File: src/rtl/show_pkg.sv
// Types and constants shared by the show sequencer and the song modules.
package show_pkg;

    typedef enum logic [1:0] {
        ST_IDLE   = 2'd0,
        ST_LAUNCH = 2'd1,
        ST_PLAY   = 2'd2,
        ST_GAP    = 2'd3
    } show_state_e;

    localparam int CLK_PER_MS_DEF = 5000;
    localparam int LIGHT_W        = 8;
    localparam int MS_W           = 20;

endpackage

File: src/rtl/ms_timer.sv
// Free-running millisecond prescaler plus a clearable millisecond counter.
module ms_timer
    import show_pkg::*;
#(
    parameter int CLK_PER_MS = CLK_PER_MS_DEF
) (
    input  logic            clk,
    input  logic            rst_n,
    input  logic            clr,
    output logic            tick,
    output logic [MS_W-1:0] ms_count
);

    localparam int PW = (CLK_PER_MS > 1) ? $clog2(CLK_PER_MS) : 1;

    logic [PW-1:0]   presc_q, presc_d;
    logic [MS_W-1:0] ms_q, ms_d;

    assign tick     = (presc_q == PW'(CLK_PER_MS - 1));
    assign ms_count = ms_q;

    // Clear beats a coincident tick so a fresh interval always starts at zero.
    always_comb begin
        presc_d = tick ? '0 : presc_q + 1'b1;
        ms_d    = ms_q;
        if (clr) begin
            ms_d = '0;
        end else if (tick) begin
            ms_d = ms_q + 1'b1;
        end
    end

    always_ff @(posedge clk or negedge rst_n) begin
        if (!rst_n) begin
            presc_q <= '0;
            ms_q    <= '0;
        end else begin
            presc_q <= presc_d;
            ms_q    <= ms_d;
        end
    end

endmodule

File: src/rtl/show_sequencer.sv
// Plays the attached songs in order with dark gaps between them, a per-song
// watchdog, optional looping and an abort input.
module show_sequencer
    import show_pkg::*;
#(
    parameter int NUM_SONGS  = 4,
    parameter int CLK_PER_MS = CLK_PER_MS_DEF,
    parameter int GAP_MS     = 3000,
    parameter int TIMEOUT_MS = 600000
) (
    input  logic                         clk,
    input  logic                         rst_n,
    input  logic                         start,
    input  logic                         stop,
    input  logic                         loop_en,
    input  logic [NUM_SONGS-1:0]         song_finished,
    input  logic [LIGHT_W*NUM_SONGS-1:0] song_lights,
    output logic [NUM_SONGS-1:0]         song_go,
    output logic [LIGHT_W-1:0]           lights,
    output logic [2:0]                   cur_song,
    output logic                         busy,
    output logic                         show_done,
    output logic                         timeout_err
);

    show_state_e          state_q, state_d;
    logic [2:0]           cur_q, cur_d;
    logic [NUM_SONGS-1:0] song_go_q, song_go_d;
    logic [LIGHT_W-1:0]   lights_q, lights_d;
    logic                 show_done_q, show_done_d;
    logic                 timeout_err_q, timeout_err_d;

    logic                 ms_tick;
    logic [MS_W-1:0]      ms_count;
    logic                 tmr_clr;
    logic                 fin_sel;
    logic [LIGHT_W-1:0]   light_sel;
    logic                 last_song;
    logic                 gap_done;
    logic                 wd_fire;

    ms_timer #(
        .CLK_PER_MS(CLK_PER_MS)
    ) u_ms_timer (
        .clk     (clk),
        .rst_n   (rst_n),
        .clr     (tmr_clr),
        .tick    (ms_tick),
        .ms_count(ms_count)
    );

    // "Reaches N" is the tick that moves the counter from N-1 to N.
    assign gap_done  = ms_tick && (ms_count == MS_W'(GAP_MS - 1));
    assign wd_fire   = ms_tick && (ms_count == MS_W'(TIMEOUT_MS - 1));
    assign last_song = (cur_q == 3'(NUM_SONGS - 1));

    always_comb begin
        fin_sel   = 1'b0;
        light_sel = '0;
        for (int k = 0; k < NUM_SONGS; k++) begin
            if (cur_q == 3'(k)) begin
                fin_sel   = song_finished[k];
                light_sel = song_lights[k*LIGHT_W +: LIGHT_W];
            end
        end
    end

    always_comb begin
        state_d       = state_q;
        cur_d         = cur_q;
        show_done_d   = 1'b0;
        timeout_err_d = 1'b0;
        case (state_q)
            ST_IDLE: begin
                if (start && !stop) begin
                    state_d = ST_LAUNCH;
                    cur_d   = '0;
                end
            end
            ST_LAUNCH: state_d = ST_PLAY;
            ST_PLAY: begin
                if (fin_sel || wd_fire) begin
                    state_d       = ST_GAP;
                    timeout_err_d = wd_fire;
                end
            end
            ST_GAP: begin
                if (gap_done) begin
                    if (!last_song) begin
                        state_d = ST_LAUNCH;
                        cur_d   = cur_q + 3'd1;
                    end else if (loop_en) begin
                        state_d = ST_LAUNCH;
                        cur_d   = '0;
                    end else begin
                        state_d     = ST_IDLE;
                        show_done_d = 1'b1;
                    end
                end
            end
            default: state_d = ST_IDLE;
        endcase

        // Abort overrides every other transition and suppresses its pulses.
        if (stop && (state_q != ST_IDLE)) begin
            state_d       = ST_IDLE;
            show_done_d   = 1'b0;
            timeout_err_d = 1'b0;
        end

        song_go_d = '0;
        if (state_d == ST_LAUNCH) begin
            for (int k = 0; k < NUM_SONGS; k++) begin
                song_go_d[k] = (cur_d == 3'(k));
            end
        end

        lights_d = (state_q == ST_PLAY && !stop) ? light_sel : '0;
        tmr_clr  = (state_d != state_q) && (state_d == ST_PLAY || state_d == ST_GAP);
    end

    always_ff @(posedge clk or negedge rst_n) begin
        if (!rst_n) begin
            state_q       <= ST_IDLE;
            cur_q         <= '0;
            song_go_q     <= '0;
            lights_q      <= '0;
            show_done_q   <= 1'b0;
            timeout_err_q <= 1'b0;
        end else begin
            state_q       <= state_d;
            cur_q         <= cur_d;
            song_go_q     <= song_go_d;
            lights_q      <= lights_d;
            show_done_q   <= show_done_d;
            timeout_err_q <= timeout_err_d;
        end
    end

    assign song_go     = song_go_q;
    assign lights      = lights_q;
    assign cur_song    = cur_q;
    assign busy        = (state_q != ST_IDLE);
    assign show_done   = show_done_q;
    assign timeout_err = timeout_err_q;

endmodule

File: config.mk
export PLATFORM = sky130hd
export DESIGN_NAME = show_sequencer
export DESIGN_NICKNAME = d
export VERILOG_FILES = /design/src/rtl/show_pkg.sv /design/src/rtl/ms_timer.sv /design/src/rtl/show_sequencer.sv
export SDC_FILE = /design/constraint.sdc
export NUM_CORES = 1
export LEC_CHECK = 0
export CELL_PAD_IN_SITES_DETAIL_PLACEMENT = 0
export CELL_PAD_IN_SITES_GLOBAL_PLACEMENT = 1
export CORE_MARGIN = 8
export CORE_UTILIZATION = 34
export DETAILED_ROUTE_END_ITERATION = 16
export PLACE_DENSITY_LB_ADDON = 0.1
export SLEW_MARGIN = 10
export SYNTH_ARGS = -nofsm -noshare
export SYNTH_HDL_FRONTEND = slang
export SYNTH_SLANG_ARGS = --single-unit
File: constraint.sdc
create_clock -name clk -period 6.7 [get_ports clk]
set_clock_uncertainty 0.15 [all_clocks]
set_input_delay 1.34 -clock clk [delete_from_list [all_inputs] [get_ports clk]]
set_output_delay 1.34 -clock clk [all_outputs]
set_load 0.05 [all_outputs]
# Word-level counts from Yosys, hierarchy flattened
# Cells that the tools add are included.
# word_totals
wordCells	74
ram_bits	0
latch_bits	0
rom_bits	0
input_bits	41
mem_count	0
out_inout_bits	18
register_bits	52
# classes
shift	0
reduce_logical	14
n_mul	0
n_mux	33
div_mod_pow	0
eq_ne	16
magnitude_cmp	0
bitwise_logic	0
add_sub_neg	3
# op_table
op	n
20-bit two-way mux	2
8-bit two-way mux	5
20-bit by 1-bit adder with 20-bit output (second input constant)	1
20-bit by 12-bit equality test with 1-bit output (second input constant)	1
20-bit equality test (second input constant)	1
1-bit two-way mux	14
13-bit by 1-bit adder with 13-bit output (second input constant)	1
13-bit equality test (second input constant)	1
13-bit two-way mux	1
3-bit by 2-bit equality test with 1-bit output (second input constant)	4
3-bit two-way mux	4
2-bit equality test (second input constant)	4
2-bit two-way mux	4
2-bit one-hot mux with 4 select lines	1
3-bit by 1-bit equality test with 1-bit output (second input constant)	2
1-bit logical AND	6
3-bit zero test	2
3-bit one-hot mux with 2 select lines	1
2-bit by 1-bit equality test with 1-bit output (second input constant)	2
4-bit two-way mux	1
2-bit nonzero test	2
3-bit by 1-bit adder with 3-bit output (second input constant)	1
2-bit zero test	1
1-bit logical OR	2
2 further kinds	2

# Logic depth before layout (Yosys ltp)
# Gate-level depths: netlist of the first run.
# logic_depth
depth_word	13
depth_mapped	10
mapped_depth_nobuf	9

# Modules after synthesis
# A second synthesis of the first run with hierarchy kept.
# hier_totals
cells_unflattened	343
hier_area_um2	3160.5
# by_module_without_submodules
module	instances	area_per_inst_um2	cells_per_inst
ms_timer	1	1644.1	169
show_sequencer	1	1516.5	174

# Worst setup path after synthesis of the first run
# OpenSTA, ideal clock, no wires.
# synth_path
kind	input to register
from	input port loop_en
to	register u_ms_timer.ms_q[4], in the netlist u_ms_timer.ms_count[4]
required_time_ns	6.417
arrival_time_ns	2.771
n_path_buf	1
path_slack_ns	3.645
cell_stages	7
setup_time_ns	0.133
path_cell_list	or3b_2 > and3_1 > nor4_1 > a211oi_2 > o211ai_2 > buf_6 > a22oi_2
# synth_between
elab_chain_len	9
# synth_lines
item	line_no	text
start: declaration	show_sequencer.sv:15	input logic loop_en,
1-bit two-way mux (*)	show_sequencer.sv:92	end else if (loop_en) begin
1-bit two-way mux (*)	show_sequencer.sv:89	if (!last_song) begin
2-bit two-way mux (*)	show_sequencer.sv:88	if (gap_done) begin
2-bit one-hot mux with 4 select lines (*)	show_sequencer.sv:73	case (state_q)
2-bit two-way mux (*)	show_sequencer.sv:105	if (stop && (state_q != ST_IDLE)) begin
2-bit equality test	show_sequencer.sv:119	tmr_clr = (state_d != state_q) && (state_d == ST_PLAY || state_d == ST_GAP);
1-bit logical OR	show_sequencer.sv:119	
1-bit logical AND (*)	show_sequencer.sv:119	
20-bit two-way mux / 2-bit nonzero test (equally long branches)	-	
end signal: assignment	ms_timer.sv:39	ms_q <= ms_d;
end: declaration	ms_timer.sv:17	logic [MS_W-1:0] ms_q, ms_d;
# Mark *: on every way between the ends. The rest lies on a longest branch, timed or not.
# A chain may end at the register's enable or synchronous reset.

# Final worst setup path of the first run
# layout_path
from	register state_q[0]
to	output port busy
# layout_between
elab_chain_len	1
# layout_lines
item	line_no	text
start: declaration	show_sequencer.sv:26	show_state_e state_q, state_d;
start signal: assignment	show_sequencer.sv:131	state_q <= state_d;
2-bit nonzero test	show_sequencer.sv:143	assign busy = (state_q != ST_IDLE);
end: declaration	show_sequencer.sv:21	output logic busy,
# No other way between the ends.

==> run metrics, run 1 <==
top_reg_cell synth=dfrtp_1; slew margin rel.=0.530; PwrDens=216 mW/mm^2; hpwl dp=5730 um; placed insts=463; fin area=0.00380 sq mm; most common cell after layout, fill and taps aside=clkdlybuf4s50_1; Setup Viol. Count Final=0; DRC errors left=0; share of post-route cells with drive strength above 1=0.132; Critical Path Sink Type=output pin; Post-Synth XOR/XNOR Area=0.0775; Placed Area=0.00371 sq mm; die height=111 um; register area share after synthesis=0.427; fmax=279 MHz; first-pass GRT wire length=13400 um; clock latency at the later pin of the worst-skew pair=320 ps; gp weighted congestion=0.796; Core Area=0.00872 sq mm; Final TNS setup=0 ps; Root Driver=clkbuf_8; final worst path period share=0.535; crit path kind=reg -> out; Syn Inst Count=307; vias in the first global route=2534; number of flops mapped to enable cells by yosys=0; largest family of logic cells by synthesized area=simple AND/OR/NAND/NOR gates; Worst R2R Start=cur_song[1]; RSZ-0062 raised after global routing=no; CP Data Arrival Time=2100 ps; crit path time final=3590 ps; async set-reset flop share out of synthesis=1.00; Post-Syn Nets=357; post-synthesis mux area share=0.00328; antenna violations before repair=0; final hold vios=0; drt wl/cell=16.8 um; vias per cell=5.16; Mapped Avg Cell Area=9.94 sq um; overall routing resource usage=0.131; post-route insts no fill=471; Post-CTS Repair Setup Buffers=0; CTS Hold Bufs=0; Post-Synth Adder-Cell Area=0.0369; CTS sink cnt=52; I/O Pins=59; clk buf depth=2; post-layout util=0.436; most frequent cells in the layout=57 x clkdlybuf4s50_1, 52 x dfrtp_1, 23 x nor2_1; min-delay src=u_ms_timer.presc_q[0]; Synth Area in Compound Gates=0.157; Worst Path Required=5210 ps; H-tree levels=2; post-synth cell types=58; largest net degree at the start of global routing=53; drt total wl=7900 um; area grow syn2layout=24.7%; Final Net Count=412; outcome=finished, final reports clean; Simple-Gate Fraction of Synth Area=0.260; antenna viol nets, final=0; Hold/Removal Path Class=reg -> reg; Initial Util=0.350; Synth warnings=0; site row count=34; Slew @ Worst Pin=700 ps; die area=0.0123 sq mm; Die Wd=111 um; Yosys reg bits=52; cts repair resizes=0; Iter 0 DRT Violations=105; total of max-cap violations=0; Post-Syn Area=0.00305 sq mm; diode count=0; Slew Limit Fails=0; crit path launch=state_q[0]; CTS tree=yes; worst vdd ir=0.140 mV; # port buffers=58; Initial DRT Pass Iterations=4; Setup crit start kind=flop; via count=2432; GRT overflow=0; Max Fanout on Critical Path=8; Clk pin slew, worst setup/hold paths=110 ps; P_leak=1.51 nW; CTS Buf Count=5
[state kept, by name, indices dropped and copies added, names as in the netlist]
name / count
state_q: 2
song_go: 4
u_ms_timer.presc_q: 13
timeout_err: 1
lights: 8
u_ms_timer.ms_count: 20
show_done: 1
cur_song: 3
[stage by stage]
step	hold slack [ps]	setup WS (ps)	power, W
3_3_place_gp	302	2990	0.000629
2_1_floorplan	283	3650	0.000538
4_1_cts	325	3090	0.000830
5_1_grt	338	3040	0.000863
6_report	323	3110	0.000819
3_5_place_dp	310	3010	0.000629
[worst paths after layout]
kind | endpoint | slack, ps | cells past startpoint
hold reg to reg | u_ms_timer.presc_q[0] | 320 | 1
max in group asynchronous | lights[2] | 4970 | 2
min in group asynchronous | u_ms_timer.presc_q[10] | 970 | 2
hold / removal | u_ms_timer.presc_q[0] | 320 | 1
setup / recovery | busy | 3110 | 4
setup reg to reg | u_ms_timer.ms_count[4] | 3490 | 8
[cells by family after synthesis]
group,after synthesis
multiplexers,1
buffers and inverters,24
flip-flops,52
AO/OA/AOI/OAI,60
adder cells (fa/ha/maj),9
AND/OR/NAND/NOR,134
XOR/XNOR,27
[metal layers]
layer	global-route usage	vias up	share of wire
met5	0	-	0
met2	0.218	42	0.49
li1	-	1211	-
met4	0.0333	0	0.012
met3	0.0238	9	0.027
met1	0.169	1170	0.47
[layout make-up]
cell class,instances,area [sq um]
fillers,876,4920
multi-input cells,231,1630
clock buffers,5,68.8
repair buffers,61,598
flip-flops and latches,52,1300
clock inverters,3,26.3
inverters,11,41.3
well taps,108,135
[synthesized netlist by cell type, drive strengths merged (4+ instances only)]
| library cell | count | area (sq um) |
|---|---|---|
| a221oi | 8 | 70.1 |
| nand2 | 22 | 82.6 |
| nor2 | 23 | 86.3 |
| inv | 11 | 41.3 |
| nand3 | 20 | 105 |
| dfrtp | 52 | 1300 |
| nand4 | 7 | 50.1 |
| a21oi | 33 | 236 |
| clkbuf | 7 | 27.5 |
| nor4 | 6 | 43.8 |
| ha | 9 | 113 |
| nor2b | 11 | 68.8 |
| nor3 | 11 | 60.1 |
| xnor2 | 6 | 52.6 |
| o21ai | 5 | 25.0 |
| and3 | 5 | 31.3 |
| buf | 6 | 48.8 |
| xor2 | 21 | 184 |
| nor4b | 4 | 53.8 |
[worst max-delay path, stage by stage, from the launching register on]
cell	delay (ps)
dfrtp_1	470
inv_1	100
ha_1	310
inv_1	100
clkdlybuf4s50_1	810
[power by group]
part	total [W]	internal, W	switching [W]
logic	0.000272	0.0000979	0.000174
registers	0.000349	0.000332	0.0000169
clock network	0.000198	0.0000773	0.000121
total	0.000819	0.000508	0.000312
(Power assumes the default switching activity.)
==> run 2: changes to the inputs <==
==> constraint.sdc (replaced) <==
create_clock -name clk -period 3.3 [get_ports clk]
set_clock_uncertainty 0.15 [all_clocks]
set_input_delay 0.66 -clock clk [delete_from_list [all_inputs] [get_ports clk]]
set_output_delay 0.66 -clock clk [all_outputs]
set_load 0.05 [all_outputs]
==> run metrics, run 2 (synthesis gave the netlist of run 1 again) <==
Worst R2R Start=state_q[0]; antenna violations before repair=0; crit path time final=2940 ps; CP Data Arrival Time=2130 ps; I/O Pins=59; Worst path max stage delay=800 ps; Setup Viol. Count Final=0; die area=0.0123 sq mm; hpwl dp=5780 um; Critical Path Sink Type=output pin; outcome=finished, final reports clean; Worst Path Required=2490 ps; die height=111 um; final worst path period share=0.890; Clk pin slew, worst setup/hold paths=110 ps; slowest stage cell, crit path=clkdlybuf4s50_1; CP Cell Sequence=inv_1, ha_1, buf_4, inv_1, clkdlybuf4s50_1; area grow syn2layout=26.6%; Max Fanout on Critical Path=7; gp weighted congestion=0.812; Placed Area=0.00375 sq mm; CTS tree=yes; vias per cell=5.24; first-pass GRT wire length=13000 um; Hold Slack=180 ps; drt wl/cell=16.2 um; Setup crit start kind=flop; site row count=34; Comb power frac=0.328; vias in the first global route=2516; max reg flops=20; most used cell, CP=inv_1; Clk network pwr share=0.259; PwrDens=445 mW/mm^2; CTS Hold Bufs=0; CTS Buf Count=5; clk buf depth=2; P_int=0.00111 W; clock latency at the later pin of the worst-skew pair=300 ps; DRC errors left=0; antenna viol nets, final=0; Core Area=0.00872 sq mm; Slew @ Worst Pin=635 ps; worst vdd ir=0.305 mV; RSZ-0062 raised after global routing=no; Net Sw Frac=0.353; H-tree levels=2; NetSw=0.000606 W; crit path launch=state_q[0]; total of max-cap violations=0; Iter 0 DRT Violations=104; Final Net Count=416; sequential share of power=0.413; CTS sink cnt=52; Root Driver=clkbuf_8; Initial Util=0.350; Initial DRT Pass Iterations=4; cts repair resizes=0; crit path kind=reg -> out; # port buffers=58; share of post-route cells with drive strength above 1=0.142; Die Wd=111 um; most frequent cells in the layout=57 x clkdlybuf4s50_1, 52 x dfrtp_1, 23 x nor2_1; cells on worst reg2reg path=9; drt total wl=7700 um; Slew Limit Fails=0; largest net degree at the start of global routing=31; fmax=341 MHz; via count=2491; slew margin rel.=0.573; overall routing resource usage=0.127; diode count=0; Hold/Removal Path Class=in -> async; GRT overflow=0; final hold vios=0; Final TNS setup=0 ps; fin area=0.00386 sq mm; most common cell after layout, fill and taps aside=clkdlybuf4s50_1; Post-CTS Repair Setup Buffers=0; P_leak=1.54 nW
==> run 2: cell types whose count changed in the layout (fill, tap and decap cells not counted) <==
cell        previous run  this run
clkinv_2               0         1
buf_4                  3         6
clkinv_4               1         0
bufinv_16              0         1
clkinvlp_4             0         1
inv_6                  2         0
buf_12                 0         1
==> run 2: per-stage QoR <==
stage	cells	power [W]	setup WS, ps	util
floorplan	307	0.00109	459	-
global placement	467	0.00129	384	0.430
detailed placement	467	0.00129	373	0.430
CTS	475	0.00174	348	0.443
global route	475	0.00182	273	0.443
finish	475	0.00172	365	0.443
==> run 2: cell type report <==
type | count | area, sq um
Clock buffer | 5 | 68.8
Sequential cell | 52 | 1300
Tap cell | 108 | 135
Multi-Input combinational cell | 231 | 1630
Fill cell | 871 | 4860
Timing Repair Buffer | 65 | 641
Clock inverter | 3 | 42.5
Inverter | 11 | 41.3
==> run 2: power by group through the flow <==
stage	Clock (W)	Sequential, W	Combinational (W)
floorplan	0	0.000777	0.000315
global placement	0	0.000722	0.000571
detailed placement	0	0.000723	0.000569
CTS	0.000465	0.000710	0.000569
global route	0.000487	0.000715	0.000614
finish	0.000445	0.000709	0.000564
==> run 2: worst max-delay path: cells and delay by family, from the launching register on <==
kind,cells,cell delay (ps)
flops,1,460
fa+ha+maj,1,230
buf+inv,4,1140
==> run 2: routing by layer <==
metal	wire (um)	global-route usage	vias up
met4	33	0.0225	0
met5	0	0	-
met2	3810	0.210	39
li1	-	-	1226
met3	237	0.0244	2
met1	3620	0.170	1224
==> run 2: path summary, 6_finish.rpt <==
| check | endpoint | slack, ps |
|---|---|---|
| worst min register to register | u_ms_timer.presc_q[0] | 310 |
| min in group clk | u_ms_timer.presc_q[0] | 310 |
| worst max register to register | u_ms_timer.ms_count[4] | 430 |
| max in group asynchronous | u_ms_timer.ms_count[19] | 2480 |
| worst max-delay path | busy | 360 |
| worst min-delay path | u_ms_timer.presc_q[10] | 180 |
